===== src/rtl/sdram_req_bridge.sv =====
// rtl/sdram_req_bridge.sv - multi-channel 8-bit client to 16-bit toggle-handshake SDRAM bridge
// Per-channel access detect and single-entry slot, round-robin grant, held read bytes.
module sdram_req_bridge #(
  parameter int              NCH       = 2,
  parameter int              AW        = 16,
  parameter logic [AW-1:0]   MASK_BASE = 16'hC000,
  parameter logic [AW-1:0]   MASK_SIZE = 16'h4000
) (
  input  logic              clk,
  input  logic              reset,
  input  logic [NCH-1:0]    ch_cs,
  input  logic [NCH-1:0]    ch_oe,
  input  logic [NCH-1:0]    ch_we,
  input  logic [NCH*AW-1:0] ch_addr,
  input  logic [NCH*8-1:0]  ch_din,
  output logic [NCH*8-1:0]  ch_dout,
  output logic [NCH-1:0]    ch_pend,
  output logic              sd_req,
  input  logic              sd_ack,
  output logic [AW-1:0]     sd_a,
  output logic [1:0]        sd_ds,
  output logic              sd_we,
  output logic [15:0]       sd_d,
  input  logic [15:0]       sd_q
);

  localparam int RW = (NCH > 1) ? $clog2(NCH) : 1;

  typedef enum logic {S_IDLE, S_WAIT} state_t;

  state_t         state, state_next;
  logic [AW-1:0]  addr_c    [NCH];
  logic [AW-1:0]  prev_addr [NCH];
  logic [AW-1:0]  slot_addr [NCH];
  logic [7:0]     slot_din  [NCH];
  logic [NCH-1:0] cs_q, rd, wr, trig;
  logic [NCH-1:0] prev_rd, prev_wr;
  logic [NCH-1:0] slot_we, slot_valid, inflight;
  logic [RW-1:0]  rr, rr_next, cur, gnt_ch;
  logic           gnt_found, issue, done, ack_eq;

  function automatic logic is_masked(input logic [AW-1:0] a);
    logic [AW-1:0] off;
    off = a - MASK_BASE;
    return (MASK_SIZE != '0) && (a >= MASK_BASE) && (off < MASK_SIZE);
  endfunction

  assign ack_eq  = (sd_ack == sd_req);
  assign ch_pend = slot_valid | inflight;

  // Access start: strobe rise, or a read whose address moved while oe stays high.
  always_comb begin
    cs_q = '0;
    rd   = '0;
    wr   = '0;
    trig = '0;
    for (int c = 0; c < NCH; c++) begin
      addr_c[c] = ch_addr[c*AW +: AW];
      cs_q[c]   = ch_cs[c] & ~is_masked(addr_c[c]);
      rd[c]     = cs_q[c] & ch_oe[c];
      wr[c]     = cs_q[c] & ch_we[c];
      trig[c]   = (rd[c] & ~prev_rd[c]) | (wr[c] & ~prev_wr[c]) |
                  (rd[c] & (addr_c[c] != prev_addr[c]));
    end
  end

  // Scan downwards so the lowest offset from rr is the last (winning) assignment.
  always_comb begin
    gnt_found = 1'b0;
    gnt_ch    = '0;
    for (int i = NCH - 1; i >= 0; i--) begin
      if (slot_valid[(int'(rr) + i) % NCH]) begin
        gnt_found = 1'b1;
        gnt_ch    = RW'((int'(rr) + i) % NCH);
      end
    end
    rr_next = RW'((int'(gnt_ch) + 1) % NCH);
  end

  always_comb begin
    state_next = state;
    issue      = 1'b0;
    done       = 1'b0;
    case (state)
      S_IDLE: begin
        if (gnt_found && ack_eq) begin
          issue      = 1'b1;
          state_next = S_WAIT;
        end
      end
      S_WAIT: begin
        if (ack_eq) begin
          done       = 1'b1;
          state_next = S_IDLE;
        end
      end
      default: state_next = S_IDLE;
    endcase
  end

  always_ff @(posedge clk or posedge reset) begin
    if (reset) state <= S_IDLE;
    else       state <= state_next;
  end

  always_ff @(posedge clk or posedge reset) begin
    if (reset) begin
      prev_rd    <= '0;
      prev_wr    <= '0;
      slot_we    <= '0;
      slot_valid <= '0;
      inflight   <= '0;
      rr         <= '0;
      cur        <= '0;
      ch_dout    <= '0;
      sd_req     <= 1'b0;
      sd_a       <= '0;
      sd_ds      <= 2'b11;
      sd_we      <= 1'b0;
      sd_d       <= '0;
      for (int c = 0; c < NCH; c++) begin
        prev_addr[c] <= '0;
        slot_addr[c] <= '0;
        slot_din[c]  <= '0;
      end
    end else begin
      prev_rd <= rd;
      prev_wr <= wr;
      for (int c = 0; c < NCH; c++) begin
        prev_addr[c] <= addr_c[c];
        if (trig[c]) begin
          slot_addr[c] <= addr_c[c];
          slot_we[c]   <= wr[c];
          slot_din[c]  <= ch_din[c*8 +: 8];
        end
        // A trigger on the edge the slot is granted re-arms it: set wins over clear.
        slot_valid[c] <= trig[c] | (slot_valid[c] & ~(issue && gnt_ch == RW'(c)));
        inflight[c]   <= (issue && gnt_ch == RW'(c)) |
                         (inflight[c] & ~(done && cur == RW'(c)));
        if (done && !sd_we && cur == RW'(c))
          ch_dout[c*8 +: 8] <= sd_a[0] ? sd_q[15:8] : sd_q[7:0];
      end
      if (issue) begin
        cur    <= gnt_ch;
        rr     <= rr_next;
        sd_a   <= slot_addr[gnt_ch];
        sd_we  <= slot_we[gnt_ch];
        sd_d   <= {2{slot_din[gnt_ch]}};
        sd_ds  <= slot_we[gnt_ch] ? (slot_addr[gnt_ch][0] ? 2'b10 : 2'b01) : 2'b11;
        sd_req <= ~sd_req;
      end
    end
  end

endmodule

===== config.mk =====
export PLATFORM = sky130hd
export DESIGN_NAME = sdram_req_bridge
export DESIGN_NICKNAME = d
export VERILOG_FILES = /design/src/rtl/sdram_req_bridge.sv
export SDC_FILE = /design/constraint.sdc
export NUM_CORES = 1
export LEC_CHECK = 0
export ABC_AREA = 1
export CELL_PAD_IN_SITES_DETAIL_PLACEMENT = 0
export CELL_PAD_IN_SITES_GLOBAL_PLACEMENT = 1
export CORE_MARGIN = 10
export CORE_UTILIZATION = 38
export CTS_CLUSTER_SIZE = 24
export DETAILED_ROUTE_END_ITERATION = 8
export PLACE_DENSITY_LB_ADDON = 0.25
export SYNTH_ARGS = -nofsm -noshare
export SYNTH_HDL_FRONTEND = slang
export SYNTH_SLANG_ARGS = --single-unit

===== constraint.sdc =====
create_clock -name clk -period 6.1 [get_ports clk]
set_input_delay 0.915 -clock clk [delete_from_list [all_inputs] [get_ports clk]]
set_output_delay 0.915 -clock clk [all_outputs]
set_load 0.01 [all_outputs]

[After elaboration in Yosys (flattened, before gate mapping)]
Index checks and enable logic that the tools add are counted.
Cells by class
  equal/unequal tests: 3
  muxes and demuxes: 26
  bitwise logic cells: 41
  add/sub/neg operators: 4
  reductions and logical operators: 11
  order comparisons: 8
Operator list (number)
  16-bit 2-to-1 mux: 3
  16-bit greater-or-equal comparator (second input constant): 2
  16-bit by 15-bit less-than comparator with 1-bit output (second input constant): 2
  8-bit 2-to-1 mux: 4
  16-bit != test: 2
  16-bit subtractor (second input constant): 2
  1-bit AND: 16
  1-bit 2-to-1 mux: 16
  1-bit NOT: 14
  1-bit logical AND: 10
  1-bit OR: 8
  1-bit by 2-bit less-than comparator with 1-bit output (second input constant): 2
  2-bit 2-to-1 mux: 2
  2-bit by 3-bit less-than comparator with 1-bit output (second input constant): 1
  1-bit adder (second input constant): 2
  2-bit greater-or-equal comparator (second input constant): 1
  1-bit NOT with 2-bit output: 1
  2-bit OR: 1
  1-bit one-hot mux with 2 select lines: 1
  1-bit AND (first input constant): 1
  1-bit equality test: 1
  1-bit logical NOT: 1
Storage, ports and cells
  output and inout port bits: 54
  register bits after elaboration: 145
  word-level logic and storage cells: 115
  input port bits: 73

[Depth between registers and ports, before layout]
  word-level depth: 14
  gate-level depth with buffers: 11
  gate-level depth less buffers: 10

[Worst setup path after synthesis]
Ideal clock, no wire load.
  path kind: input port to flip-flop
  from: input ch_addr[19]
  to: register slot_addr[2] in the netlist's numbering
  buffers on the path: 1
  required time: 5.984 ns
  path slack: 4.177 ns
  library setup time: 0.116 ns
  stages on the path: 8
  data arrival time: 1.806 ns
  path through: or2_2 -> nand3_1 -> nor2_4 -> nand3_4 -> nand2_8 -> buf_12 -> nand2_2 -> nand2_1
Between the ends
  longest elaborated chain between the ends: 9
  elaborated cells between the ends (all ways): 14
  those cells by class: add/sub: 1; order compare: 2; eq/ne: 1; bitwise: 9; reduce/logical: 1
Ends and longest elaborated chain
  from (decl): RTL line 14  | input logic [NCH*AW-1:0] ch_addr,
  16-bit subtractor: RTL line 44  | off = a - MASK_BASE;
  16-bit by 15-bit less-than comparator with 1-bit output: RTL line 45  | return (MASK_SIZE != '0) && (a >= MASK_BASE) && (off < MASK_SIZE);
  1-bit logical AND: RTL line 45
  1-bit NOT: RTL line 59  | cs_q[c] = ch_cs[c] & ~is_masked(addr_c[c]);
  1-bit AND: RTL line 59
  1-bit AND, on equally long branches: RTL line 60, 61
  1-bit AND: RTL line 62  | trig[c] = (rd[c] & ~prev_rd[c]) | (wr[c] & ~prev_wr[c]) |
  1-bit OR: RTL line 62
  1-bit OR *: RTL line 62
  to (signal, indexed assignment): RTL line 132  | slot_addr[c] <= addr_c[c];
  to (decl): RTL line 34  | logic [AW-1:0] slot_addr [NCH];
Every way passes the cells marked *; elsewhere a longest branch is shown, timed or not.
A chain may end at the register's enable or synchronous reset.

[Final worst setup path]
  from: register sd_we
  to: output sd_we
RTL lines
  from (decl): RTL line 22  | output logic sd_we,
  from (signal assigned): RTL line 147  | sd_we <= slot_we[gnt_ch];
No word-level cell between the ends.

==> impl_metrics.env <==
export IMPL_status="completed"
export IMPL_clock_sinks=137
export IMPL_drtPass1Iterations=4
export IMPL_cts_tree="yes"
export IMPL_switching_power_mw=1.057
export IMPL_postSynthCellCount=694
export IMPL_p_per_area_nw_per_um2=414.5
export IMPL_path_cells="clkdlybuf4s50_1"
export IMPL_timing_final_ws_setup_ns=3.387
export IMPL_num_antenna_cells=0
export IMPL_initialDrtViolationCount=225
export IMPL_p_int_mw=2.241
export IMPL_synth_flop_cell="dfrtp_1"
export IMPL_max_vdd_ir_drop_mv=0.2397
export IMPL_finalHoldViolCount=0
export IMPL_slew_limit_headroom_pct=46.50
export IMPL_crit_slowest_cell="dfrtp_1"
export IMPL_grt_pass1_vias=5067
export IMPL_slew_violations=0
export IMPL_core_um2=15770
export IMPL_setup_viol=0
export IMPL_grt_usage_pct=14.80
export IMPL_area_delta_synth_final_pct=31.38
export IMPL_num_vias=4809
export IMPL_power_leakage_nw=3.967
export IMPL_antenna_found_initial=0
export IMPL_hold_buffers=0
export IMPL_grt_max_degree=76
export IMPL_fmax_mhz=368.6
export IMPL_cts_root_buf="clkbuf_16"
export IMPL_die_h_um=146.3
export IMPL_period_minus_slack_ns=2.713
export IMPL_cp_start_kind="flop"
export IMPL_cts_post_setup_buffers_inserted=0
export IMPL_synth_edff_count=0
export IMPL_ys_types=31
export IMPL_cp_top_family="flip-flops"
export IMPL_cts_path_max_buffers=2
export IMPL_tns_ns=0
export IMPL_routed_via_density=4.628
export IMPL_switching_share_pct=32.05
export IMPL_power_frac_clock_pct=30.3
export IMPL_stdcell_area_um2=7958
export IMPL_required_ns=5.18
export IMPL_cp_max_fo=20
export IMPL_syn_cell_area_um2=6057
export IMPL_yosysSeqAreaShare_pct=56.64
export IMPL_h_tree_depth=4
export IMPL_dieArea_um2=21390
export IMPL_cts_resized=0
export IMPL_p_comb_share_pct=30.3
export IMPL_start_util_pct=38.41
export IMPL_post_drt_wl_per_cell_um=14.92
export IMPL_preCtsSetupSlack_ns=2.986
export IMPL_p_seq_share_pct=39.3
export IMPL_clock_latency_ns=0.41
export IMPL_nNetsFinal=883
export IMPL_drc=0
export IMPL_critical_path_arrival_ns=1.80
export IMPL_rsz0062_at_grt="no"
export IMPL_worst_pin_slew_ns=0.8025
export IMPL_globalplace_congestion=0.8178
export IMPL_fillers=1513
export IMPL_grt_pass1_wl_um=25750
export IMPL_place_hpwl_um=11400
export IMPL_grt_remaining_overflow=0
export IMPL_die_x_um=146.3
export IMPL_placed_area_um2=7382
export IMPL_cp_end_kind="primary output"
export IMPL_max_stage_delay_ns=0.73
export IMPL_cts_buffers=17
export IMPL_syn_avg_cell_area_um2=8.728
export IMPL_synthArstFlopShare_pct=100.0
export IMPL_skew_ns=0.005926
export IMPL_routed_wl_um=15510
export IMPL_whs_ns=0.4639
export IMPL_yosysWarnings=0
export IMPL_min_path_type="flop to flop"
export IMPL_ys_seq_elements=137
export IMPL_drive_gt1_share_pct=11.42
export IMPL_path_clk_slew_ns=0.05
export IMPL_std_cell_rows=46
export IMPL_critPathKind="flop to primary output"
export IMPL_period_share_pct=44.47
export IMPL_ant_nets=0
export IMPL_portBuffers=126
export IMPL_power_total_mw=3.299
export IMPL_ios=127
export IMPL_drv_cap=0
export IMPL_crit_buf_inv=1
export IMPL_synth_fp_nets=767
==> routing by layer <==
| layer | wire length, um | GRT usage (%) | vias up |
|---|---|---|---|
| li1 | - | - | 2384 |
| met1 | 7227 | 18.85 | 2302 |
| met2 | 7254 | 23.23 | 103 |
| met3 | 697 | 4.017 | 20 |
| met4 | 325 | 6.206 | 0 |
| met5 | 0 | 0 | - |
==> kinds of logic after synthesis <==
logic type / Yosys count / synth area share (%)
XOR/XNOR: 6 / 0.8676
AND/OR/NAND/NOR: 419 / 30.34
flip-flops: 137 / 56.64
AO/OA/AOI/OAI: 30 / 3.078
multiplexers: 8 / 1.487
buffers and inverters: 94 / 7.581
==> metrics by stage <==
stage          util (%)  std cells
2_1_floorplan         -        694
3_3_place_gp      46.81       1007
3_5_place_dp      46.81       1007
4_1_cts           50.46       1039
5_1_grt           50.46       1039
6_report          50.46       1039
==> layout by cell type (no fill, tap or decap), types with 5 or more instances in the layout <==
cell,n
o21ai_0,19
nor2_1,20
dfrtp_1,135
clkinv_2,5
nor2_2,7
nand2_1,273
xnor2_1,5
inv_1,59
nand3_1,77
nand2_2,30
mux2_2,8
clkdlybuf4s50_1,126
clkbuf_16,17
==> final timing paths <==
check                                 start  cells past startpoint           end  slack (ns)
min in group asynchronous             reset                      2  slot_din[10]        0.97
max in group asynchronous             reset                      3    ch_dout[1]        3.82
worst max-delay path                  sd_we                      1         sd_we        3.39
worst min-delay path            inflight[0]                      2   inflight[0]        0.46
worst max register to register       sd_req                      6      sd_a[10]        3.90
worst min register to register  inflight[0]                      2   inflight[0]        0.46
==> Yosys cell counts, types with 5 or more instances <==
cell     number  area (um2)
nand3_1      77       385.4
nor2_1       20       75.07
xnor2_1       5       43.79
nand2_2      30       187.7
dfrtp_1     135        3378
inv_1        60       225.2
nand2_1     273        1025
mux2_2        8       90.09
buf_2        11       55.05
buf_4        12       90.09
o21ai_0      19       95.09
nor2_2        7       43.79
==> flip-flops by register name, indices dropped and copies added, names as in the netlist, 8 cells and up <==
register / flops
slot_addr: 32
sd_d: 8
prev_addr: 32
slot_din: 16
ch_dout: 16
sd_a: 16
==> layout make-up <==
class	count	area (um2)	share of cell area [%]
Inverter	64	245.2	3.082
Sequential cell	137	3431	43.11
Clock inverter	8	93.84	1.179
Timing Repair Buffer	127	1269	15.94
Clock buffer	24	481.7	6.053
Tap cell	216	270.3	3.396
Multi-Input combinational cell	463	2167	27.23
==> power groups by stage <==
stage	Combinational [mW]	Clock, mW	Sequential, mW
detailed placement	1.02	0	1.31
finish	1.00	1.00	1.30
global route	1.13	1.06	1.33
global placement	1.00	0	1.31
floorplan	0.547	0	1.31
CTS	1.02	1.02	1.30
Note: power is estimated with default switching activity, not from simulation.
